File: config.mk
export PLATFORM = sky130hd
export DESIGN_NAME = spi_command_receiver_flat
export DESIGN_NICKNAME = d
export VERILOG_FILES = /design/src/rtl/pixy_spi_pkg.sv /design/src/rtl/spi_command_receiver_if.sv /design/src/rtl/spi_sync_edge.sv /design/src/rtl/spi_command_receiver.sv /design/src/flat_wrapper.sv
export SDC_FILE = /design/constraint.sdc
export NUM_CORES = 1
export LEC_CHECK = 0
export ABC_AREA = 1
export BUFFER_PORTS_ARGS = -buffer_cell sky130_fd_sc_hd__buf_2
export CAP_MARGIN = 0
export CELL_PAD_IN_SITES_DETAIL_PLACEMENT = 1
export CELL_PAD_IN_SITES_GLOBAL_PLACEMENT = 2
export CORE_ASPECT_RATIO = 0.75
export CORE_UTILIZATION = 30
export CTS_BUF_LIST = sky130_fd_sc_hd__clkbuf_4 sky130_fd_sc_hd__clkbuf_8 sky130_fd_sc_hd__clkbuf_16
export CTS_CLUSTER_DIAMETER = 80
export DETAILED_ROUTE_END_ITERATION = 6
export PLACE_DENSITY_LB_ADDON = 0.1
export SLEW_MARGIN = 20
export SYNTH_ARGS = -nofsm -noshare
export SYNTH_HDL_FRONTEND = slang
export SYNTH_SLANG_ARGS = --single-unit
File: constraint.sdc
create_clock -name CLK_IN -period 3.4 [get_ports CLK_IN]
set_input_delay 0.51 -clock CLK_IN [delete_from_list [all_inputs] [get_ports CLK_IN]]
set_output_delay 0.51 -clock CLK_IN [all_outputs]
set_load 0.05 [all_outputs]
File: src/rtl/pixy_spi_pkg.sv
// rtl/pixy_spi_pkg.sv - shared widths, receiver state and opcodes for the host SPI link
package pixy_spi_pkg;

    localparam int OPCODE_W   = 8;
    localparam int OPERAND_W  = 24;
    localparam int FRAME_BITS = 32;
    localparam int COUNT_W    = 6;

    typedef enum logic {
        IDLE,
        SHIFT
    } rx_state_t;

    // Opcodes understood by the step/reset/IPL control decoders
    localparam logic [OPCODE_W-1:0] OP_NOP     = 8'h00;
    localparam logic [OPCODE_W-1:0] OP_STEP    = 8'h01;
    localparam logic [OPCODE_W-1:0] OP_RESET   = 8'h02;
    localparam logic [OPCODE_W-1:0] OP_SET_IPL = 8'h03;

    typedef struct packed {
        logic [OPCODE_W-1:0]  opcode;
        logic [OPERAND_W-1:0] operand;
    } cmd_t;

    function automatic cmd_t frame_to_cmd(input logic [FRAME_BITS-1:0] frame);
        cmd_t c;
        c.opcode  = frame[FRAME_BITS-1 -: OPCODE_W];
        c.operand = frame[OPERAND_W-1:0];
        return c;
    endfunction

endpackage

File: src/rtl/spi_command_receiver_if.sv
// rtl/spi_command_receiver_if.sv - command handshake and error pulses toward control logic
interface spi_command_receiver_if;
    import pixy_spi_pkg::*;

    logic                 CMD_VALID;
    logic                 CMD_READY;
    logic [OPCODE_W-1:0]  CMD_OPCODE;
    logic [OPERAND_W-1:0] CMD_OPERAND;
    logic                 FRAME_ERROR;
    logic                 OVERRUN;

    modport master (
        output CMD_VALID,
        output CMD_OPCODE,
        output CMD_OPERAND,
        output FRAME_ERROR,
        output OVERRUN,
        input  CMD_READY
    );

    modport slave (
        input  CMD_VALID,
        input  CMD_OPCODE,
        input  CMD_OPERAND,
        input  FRAME_ERROR,
        input  OVERRUN,
        output CMD_READY
    );

endinterface

File: src/rtl/spi_sync_edge.sv
// rtl/spi_sync_edge.sv - N-stage synchronizer with level, rise and fall outputs
module spi_sync_edge #(
    parameter int STAGES = 2
) (
    input  logic clk,
    input  logic rst,
    input  logic d,
    output logic level,
    output logic rise,
    output logic fall
);

    logic [STAGES-1:0] sync_q;
    logic              prev_q;

    always_ff @(posedge clk or posedge rst) begin
        if (rst) begin
            sync_q <= '0;
            prev_q <= 1'b0;
        end else begin
            sync_q <= {sync_q[STAGES-2:0], d};
            prev_q <= sync_q[STAGES-1];
        end
    end

    assign level = sync_q[STAGES-1];
    assign rise  = level & ~prev_q;
    assign fall  = ~level & prev_q;

endmodule

File: src/rtl/spi_command_receiver.sv
// rtl/spi_command_receiver.sv - SPI slave that assembles 32-bit host command frames
module spi_command_receiver
    import pixy_spi_pkg::*;
#(
    parameter int SYNC_STAGES = 2,
    parameter int FRAME_BITS  = 32
) (
    input  logic                          CLK_IN,
    input  logic                          RESET_IN,
    input  logic                          SPICLK_IN,
    input  logic                          SPISS_IN,
    input  logic                          SPISI_IN,
    spi_command_receiver_if.master        cmd
);

    localparam logic [COUNT_W-1:0] COUNT_FULL = COUNT_W'(FRAME_BITS);
    localparam logic [COUNT_W-1:0] COUNT_SAT  = COUNT_W'(FRAME_BITS + 1);

    logic sclk_rise, sclk_level_unused, sclk_fall_unused;
    logic ss_level, ss_rise, ss_fall;
    logic si_level, si_rise_unused, si_fall_unused;

    spi_sync_edge #(.STAGES(SYNC_STAGES)) u_sync_sclk (
        .clk(CLK_IN), .rst(RESET_IN), .d(SPICLK_IN),
        .level(sclk_level_unused), .rise(sclk_rise), .fall(sclk_fall_unused)
    );

    spi_sync_edge #(.STAGES(SYNC_STAGES)) u_sync_ss (
        .clk(CLK_IN), .rst(RESET_IN), .d(SPISS_IN),
        .level(ss_level), .rise(ss_rise), .fall(ss_fall)
    );

    spi_sync_edge #(.STAGES(SYNC_STAGES)) u_sync_si (
        .clk(CLK_IN), .rst(RESET_IN), .d(SPISI_IN),
        .level(si_level), .rise(si_rise_unused), .fall(si_fall_unused)
    );

    // A select already high at reset release must not look like a fresh rise:
    // wait for the chain to flush, then require one observed low before arming.
    logic [1:0] flush_cnt;
    logic       armed;

    always_ff @(posedge CLK_IN or posedge RESET_IN) begin
        if (RESET_IN) begin
            flush_cnt <= 2'd0;
            armed     <= 1'b0;
        end else if (flush_cnt != 2'(SYNC_STAGES)) begin
            flush_cnt <= flush_cnt + 2'd1;
        end else if (!ss_level) begin
            armed <= 1'b1;
        end
    end

    rx_state_t             state_q, state_d;
    logic [FRAME_BITS-1:0] shift_q, shift_d;
    logic [COUNT_W-1:0]    count_q, count_d;
    logic                  commit_q, commit_d;
    logic                  error_q, error_d;

    always_ff @(posedge CLK_IN or posedge RESET_IN) begin
        if (RESET_IN) begin
            state_q  <= IDLE;
            shift_q  <= '0;
            count_q  <= '0;
            commit_q <= 1'b0;
            error_q  <= 1'b0;
        end else begin
            state_q  <= state_d;
            shift_q  <= shift_d;
            count_q  <= count_d;
            commit_q <= commit_d;
            error_q  <= error_d;
        end
    end

    always_comb begin
        state_d  = state_q;
        shift_d  = shift_q;
        count_d  = count_q;
        commit_d = 1'b0;
        error_d  = 1'b0;
        case (state_q)
            IDLE: begin
                shift_d = '0;
                count_d = '0;
                if (ss_rise && armed) begin
                    state_d = SHIFT;
                end
            end
            SHIFT: begin
                if (ss_fall) begin
                    state_d = IDLE;
                    if (count_q == COUNT_FULL) begin
                        commit_d = 1'b1;
                    end else begin
                        error_d = 1'b1;
                    end
                end else if (sclk_rise) begin
                    shift_d = {shift_q[FRAME_BITS-2:0], si_level};
                    if (count_q != COUNT_SAT) begin
                        count_d = count_q + 1'b1;
                    end
                end
            end
            default: state_d = IDLE;
        endcase
    end

    // shift_q still holds the frame during the commit cycle; IDLE clears it on the same edge
    cmd_t new_cmd;
    assign new_cmd = frame_to_cmd(shift_q);

    always_ff @(posedge CLK_IN or posedge RESET_IN) begin
        if (RESET_IN) begin
            cmd.CMD_VALID   <= 1'b0;
            cmd.CMD_OPCODE  <= '0;
            cmd.CMD_OPERAND <= '0;
            cmd.FRAME_ERROR <= 1'b0;
            cmd.OVERRUN     <= 1'b0;
        end else begin
            cmd.FRAME_ERROR <= error_q;
            cmd.OVERRUN     <= 1'b0;
            if (commit_q) begin
                if (!cmd.CMD_VALID || cmd.CMD_READY) begin
                    cmd.CMD_OPCODE  <= new_cmd.opcode;
                    cmd.CMD_OPERAND <= new_cmd.operand;
                    cmd.CMD_VALID   <= 1'b1;
                end else begin
                    cmd.OVERRUN <= 1'b1;
                end
            end else if (cmd.CMD_VALID && cmd.CMD_READY) begin
                cmd.CMD_VALID <= 1'b0;
            end
        end
    end

endmodule

File: src/flat_wrapper.sv
// flat-port wrapper written by rule: the top's interface ports become plain ports
module spi_command_receiver_flat import pixy_spi_pkg::*;
#(
    parameter int SYNC_STAGES = 2,
    parameter int FRAME_BITS  = 32
)
  (CLK_IN, RESET_IN, SPICLK_IN, SPISS_IN, SPISI_IN, cmd_CMD_VALID, cmd_CMD_OPCODE, cmd_CMD_OPERAND, cmd_FRAME_ERROR, cmd_OVERRUN, cmd_CMD_READY);
  spi_command_receiver_if cmd_i ();
  input  logic CLK_IN;
  input  logic RESET_IN;
  input  logic SPICLK_IN;
  input  logic SPISS_IN;
  input  logic SPISI_IN;
  output wire logic [$bits(cmd_i.CMD_VALID)-1:0] cmd_CMD_VALID;
  output wire logic [$bits(cmd_i.CMD_OPCODE)-1:0] cmd_CMD_OPCODE;
  output wire logic [$bits(cmd_i.CMD_OPERAND)-1:0] cmd_CMD_OPERAND;
  output wire logic [$bits(cmd_i.FRAME_ERROR)-1:0] cmd_FRAME_ERROR;
  output wire logic [$bits(cmd_i.OVERRUN)-1:0] cmd_OVERRUN;
  input wire logic [$bits(cmd_i.CMD_READY)-1:0] cmd_CMD_READY;
  assign cmd_CMD_VALID = cmd_i.CMD_VALID;
  assign cmd_CMD_OPCODE = cmd_i.CMD_OPCODE;
  assign cmd_CMD_OPERAND = cmd_i.CMD_OPERAND;
  assign cmd_FRAME_ERROR = cmd_i.FRAME_ERROR;
  assign cmd_OVERRUN = cmd_i.OVERRUN;
  assign cmd_i.CMD_READY = cmd_CMD_READY;
  spi_command_receiver #(.SYNC_STAGES(SYNC_STAGES), .FRAME_BITS(FRAME_BITS)) u_core (.CLK_IN(CLK_IN), .RESET_IN(RESET_IN), .SPICLK_IN(SPICLK_IN), .SPISS_IN(SPISS_IN), .SPISI_IN(SPISI_IN), .cmd(cmd_i));
endmodule
==> results of run 1 <==
## power by group
part	internal, mW	switching [mW]	total, mW
clock network	0.582	0.383	0.965
logic	0.0180	0.0612	0.0792
registers	1.05	0.00817	1.05
## layout make-up
cell class	instances	area [um^2]
Timing Repair Buffer	44	230
Clock buffer	14	288
Sequential cell	87	2180
Fill cell	1162	6490
Tap cell	136	170
Inverter	46	174
Multi-Input combinational cell	158	791
Clock inverter	2	12.5
## cells in the mapped netlist
master     n  area (um^2)
buf_2      9         45.0
clkbuf_1   3         11.3
dfrtp_1   87         2180
ha_1       4         50.1
inv_1     46          173
nand2_1   62          233
nand2_2    2         12.5
nand3_1    5         25.0
nand4_1    1         6.26
nor2_1    10         37.5
o21ai_0   35          175
o21ai_1    4         20.0
o21bai_1   1         7.51
o22ai_1   31          194
o31ai_1    1         7.51
xnor2_1    1         8.76
xor2_1     1         8.76
## metal layers
metal | wire length (um) | share of wire [%]
met5 | 0 | 0
met1 | 3260 | 51
met3 | 266 | 4.2
met2 | 2720 | 43
met4 | 100 | 1.6
## worst min path at each step
stage                                    to  cells past startpoint
2_1_floorplan        u_core.cmd.FRAME_ERROR                      0
3_3_place_gp   u_core.u_sync_sclk.sync_q[1]                      0
3_5_place_dp     u_core.u_sync_si.sync_q[1]                      0
4_1_cts                  u_core.new_cmd[24]                      2
5_1_grt        u_core.u_sync_sclk.sync_q[0]                      1
6_report                 u_core.new_cmd[27]                      2
## placed cells by master (no fill, tap or decap)
master      instances
clkinvlp_4          1
inv_1              45
o21ai_0            35
o21bai_1            1
xnor2_1             1
clkbuf_8            4
clkbuf_16           9
nor2_1             10
o31ai_1             1
nand2_4             1
o21ai_1             4
xor2_1              1
buf_4               4
o22ai_1            31
ha_1                4
clkinv_2            2
nand2_1            62
nand3_1             5
buf_2              40
dfrtp_1            87
clkbuf_4            1
nand2_2             1
nand4_1             1
## state kept, by name, indices dropped and copies added (netlist names)
signal	flops
u_core.cmd.OVERRUN	1
u_core.u_sync_ss.prev_q	1
u_core.u_sync_sclk.sync_q	2
u_core.state_q	1
u_core.flush_cnt	2
u_core.cmd.CMD_OPERAND	24
u_core.cmd.FRAME_ERROR	1
u_core.new_cmd	32
u_core.cmd.CMD_VALID	1
u_core.count_q	6
u_core.armed	1
u_core.cmd.CMD_OPCODE	8
u_core.u_sync_ss.sync_q	2
u_core.u_sync_sclk.prev_q	1
u_core.error_q	1
u_core.u_sync_si.sync_q	2
u_core.commit_q	1
## cell families after synthesis
| group | after synthesis |
|---|---|
| simple gates | 80 |
| fa+ha+maj | 4 |
| xor+xnor | 2 |
| flops | 87 |
| compound gates | 72 |
| buf+inv | 58 |
## critical path: stages, from the launching register on
cell and delay (ns):
dfrtp_1 0.36, nor2_1 0.18, nand2_1 0.07, nand2_1 0.40, buf_4 0.36, o22ai_1 0.11
==> impl_metrics.toml, run 1 <==
[yosys]
ys_warn_count = 0
synth_top_family_by_area = "compound AO/OA/AOI/OAI gates"
synth_cell_types = 17
synth_adder_area_share_pct = 1.57
post_synth_and_or_nand_nor_area_fraction_pct = 9.84
syn-cell-area_um2 = 3190
postSynthAreaPerCell_um2 = 10.5
seq_area_frac_synth_pct = 68.2
syn_inst = 303
synth_nets = 313
yosys.area_share.xor_xnor_pct = 0.549
muxShareOfSynthArea_pct = 0
synth-seq-cells = 87
synth_compound_area_share_pct = 12.7

[worst_setup_path]
regToRegSetupSlack_ns = 1.80
cp.arrival_ns = 1.81
cp_max_fo = 21
startpoint_type = "register"
required_ns = 3.61
cp-end-kind = "register"
startpoint = "u_core.u_sync_sclk.prev_q"
reg2reg_to = "u_core.new_cmd[10]"
crit_type = "reg -> reg"
worstReg2RegStart = "u_core.u_sync_sclk.prev_q"
r2r_cells = 5
crit_end = "u_core.new_cmd[10]"

[grt]
grt.met2_usage_pct = 20.4
antenna_found_initial = 0
grt_use_total_pct = 13.6
grt_max_degree = 65
use_met1_pct = 17.9
gr-total-overflow = 0
use_met3_pct = 4.77
grt_first_pass_wirelength_um = 11400
busiest_layer = "met2"
grt_pass1_vias = 2308

[floorplanning]
core_region_area_um2 = 10300
die_y_um = 91.3
rows = 32
dieArea_um2 = 11100
io_pins = 41
die_w_um = 121
initial_core_util_pct = 30.9

[finish]
layout-drive-gt1-share_pct = 17.9
stdcell_area_um2 = 3840
fin_cells = 487
synthToLayoutAreaGrowth_pct = 20.4
final_nets = 356
diodes = 0
final_core_util_pct = 37.2

[cts]
cts_buffers = 9
cts_tree = "built"
cts-root-buf = "clkbuf_16"
clkSinkCount = 87
post_cts_buffers = 0
hold_buffers = 0
post_cts_resized = 0
clock_latency_ns = 0.33
h-tree-depth = 3
cts_buffer_depth = 2
clk_pin_slew_worst_paths_ns = 0.06

[run]
drv_cap = 0

[timing]
skew_ns = 0.00662
final.setup.tns_ns = 0
fin_crit_sh_pct = 47.1
hold_ws_ns = 0.250
worst_pin_slew_ns = 0.666
hold_viol_final = 0
postLayoutSetupSlackWorst_ns = 1.80
fmax_mhz = 624
rsz0062_at_grt = "false"
period_needed_ns = 1.60
relSlewSlack_pct = 55.6
slew_viol_final = 0
setup_viol = 0

[pwr]
irDropWorstVdd_mv = 0.324
fin_total_pwr_mw = 2.10
powerDensity_nw_per_um2 = 546
leakagePower_nw = 1.86

[drt]
viasPerCell = 4.45
wl_um = 6350
num_vias = 2168
wire_per_inst_um = 13.0
initialDrtViolationCount = 81
firstDrtPassIters = 4
drc = 0
antenna_left = 0

[place]
post_dp_cell_area_um2 = 3540
io_buffers = 40
hpwl_um = 4030
placed_cells = 471
gp_congestion = 0.692
pre_cts_slack_ns = 1.50

[worst_hold_path]
min_path_type = "in -> async"

[run_status]
outcome = "completed"
No activity file was read; power rests on OpenSTA's default activity.
==> inputs of run 2 (changes only) <==
clock period = 1.43 ns   (was 3.4 ns; I/O delays follow)
==> impl_metrics.toml, run 2 (synthesis gave the netlist of run 1 again) <==
[run_status]
outcome = "completed"

[finish]
fin_cells = 491
final_common_cell = "dfrtp_1"
layout_common_cells = "87 x dfrtp_1, 60 x nand2_1, 45 x inv_1"
synthToLayoutAreaGrowth_pct = 24.8
largest_reg_flops = 32
layout-drive-gt1-share_pct = 18.6
diodes = 0
final_nets = 360

[place]
gp_congestion = 0.690
placed_cells = 472
hpwl_um = 3880
io_buffers = 40

[worst_setup_path]
slowest_delay_ns = 0.42
required_ns = 1.68
startpoint_type = "register"
cp_max_fo = 7
path_cells = "inv_1 > ha_1 > nand2_1 > nor2_1 > nand2_2 > nand2_4 > nand2_1 > o21ai_1"
cp.arrival_ns = 1.54
cp-end-kind = "register"
cp_slowest_cell = "dfrtp_1"
path_delay_family = "simple AND/OR/NAND/NOR gates"
cp_common_cell = "nand2_1"
crit_type = "reg -> reg"
cp_num_buf_inv = 1

[pwr]
leakagePower_nw = 1.91
irDropWorstVdd_mv = 0.540
switching_power_mw = 1.10
fin_total_pwr_mw = 5.40
internal_power_mw = 4.30
swShare_pct = 20.3
pwr-share-clk_pct = 49.6
powerDensity_nw_per_um2 = 1360
pwr-share-seq_pct = 46.5
p_comb_share_pct = 3.9

[timing]
relSlewSlack_pct = 69.1
fmax_mhz = 774
hold_viol_final = 0
period_needed_ns = 1.29
fin_crit_sh_pct = 90.3
setup_viol = 0
skew_ns = 0.00521
slew_viol_final = 0
worst_pin_slew_ns = 0.464
hold_ws_ns = 0.00119

[cts]
clk_pin_slew_worst_paths_ns = 0.06
h-tree-depth = 3
cts_buffers = 9
cts_tree = "built"
clock_latency_ns = 0.33
cts_buffer_depth = 2
post_cts_buffers = 0
clkSinkCount = 87
cts-root-buf = "clkbuf_16"

[drt]
drc = 0
num_vias = 2206
initialDrtViolationCount = 92
viasPerCell = 4.49
firstDrtPassIters = 4
wl_um = 6360
wire_per_inst_um = 13.0
antenna_left = 0

[floorplanning]
io_pins = 41
die_w_um = 121
dieArea_um2 = 11100
die_y_um = 91.3
rows = 32
initial_core_util_pct = 30.9
core_region_area_um2 = 10300

[grt]
grt_max_degree = 88
grt_use_total_pct = 13.5
gr-total-overflow = 0
grt_first_pass_wirelength_um = 11400
grt_pass1_vias = 2344
antenna_found_initial = 0

[worst_hold_path]
min_path_type = "in -> async"

[run]
drv_cap = 0
-- run 2: metal layers --
layer | routed length [um] | global-route usage, % | up-vias
met5 | 0 | 0 | -
met4 | 89 | 5.25 | 0
met3 | 258 | 4.77 | 9
met2 | 2840 | 20.5 | 36
met1 | 3180 | 17.6 | 1084
li1 | - | - | 1077
-- run 2: worst min-delay path, delay by kind of cell --
family,cells,cell delay [ns]
buffers and inverters,3,0.55
-- run 2: what timing repair did --
item                                    CTS  global route
resized for setup                         0             3
hold buffers                              3             0
endpoints found under the setup margin    0             3
hold endpoints to repair                  3             0
-- run 2: cell type report --
| cell class | instances | area [um^2] |
|---|---|---|
| clock buffers | 11 | 240 |
| clock inverters | 5 | 106 |
| fillers | 1166 | 6350 |
| inverters | 46 | 176 |
| multi-input cells | 158 | 796 |
| flip-flops and latches | 87 | 2180 |
| well taps | 136 | 170 |
| repair buffers | 48 | 318 |
-- run 2: path summary, 6_finish.rpt --
kind / startpoint / depth (start not counted) / slack (ns) / end
max: u_core.count_q[1] / 8 / 0.14 / u_core.count_q[4]
min: RESET_IN / 3 / 0.001 / u_core.u_sync_sclk.sync_q[0]
max reg2reg: u_core.count_q[1] / 8 / 0.14 / u_core.count_q[4]
min reg2reg: u_core.error_q / 0 / 0.35 / u_core.cmd.FRAME_ERROR
max in group asynchronous: RESET_IN / 3 / 1.06 / u_core.cmd.CMD_OPERAND[21]
min in group CLK_IN: cmd_CMD_READY / 4 / 0.17 / u_core.cmd.OVERRUN
-- run 2: power by group through the flow --
stage | registers (mW) | logic [mW] | clock network (mW)
after floorplan | 2.55 | 0.128 | 0
after global placement | 2.55 | 0.210 | 0
after detailed placement | 2.55 | 0.213 | 0
after CTS | 2.51 | 0.219 | 2.79
after global routing | 2.51 | 0.241 | 2.89
final | 2.51 | 0.213 | 2.68
-- run 2: metrics by stage --
step                setup WS, ns  area [um^2]  utilization [%]  TNS [ns]
global route            -0.00499         3980             38.6  -0.00499
detailed placement         0.133         3600             34.8         0
CTS                        0.118         3970             38.5         0
floorplan                 0.0643         3200                -         0
global placement           0.194         3600             34.8         0
finish                     0.138         3980             38.6         0
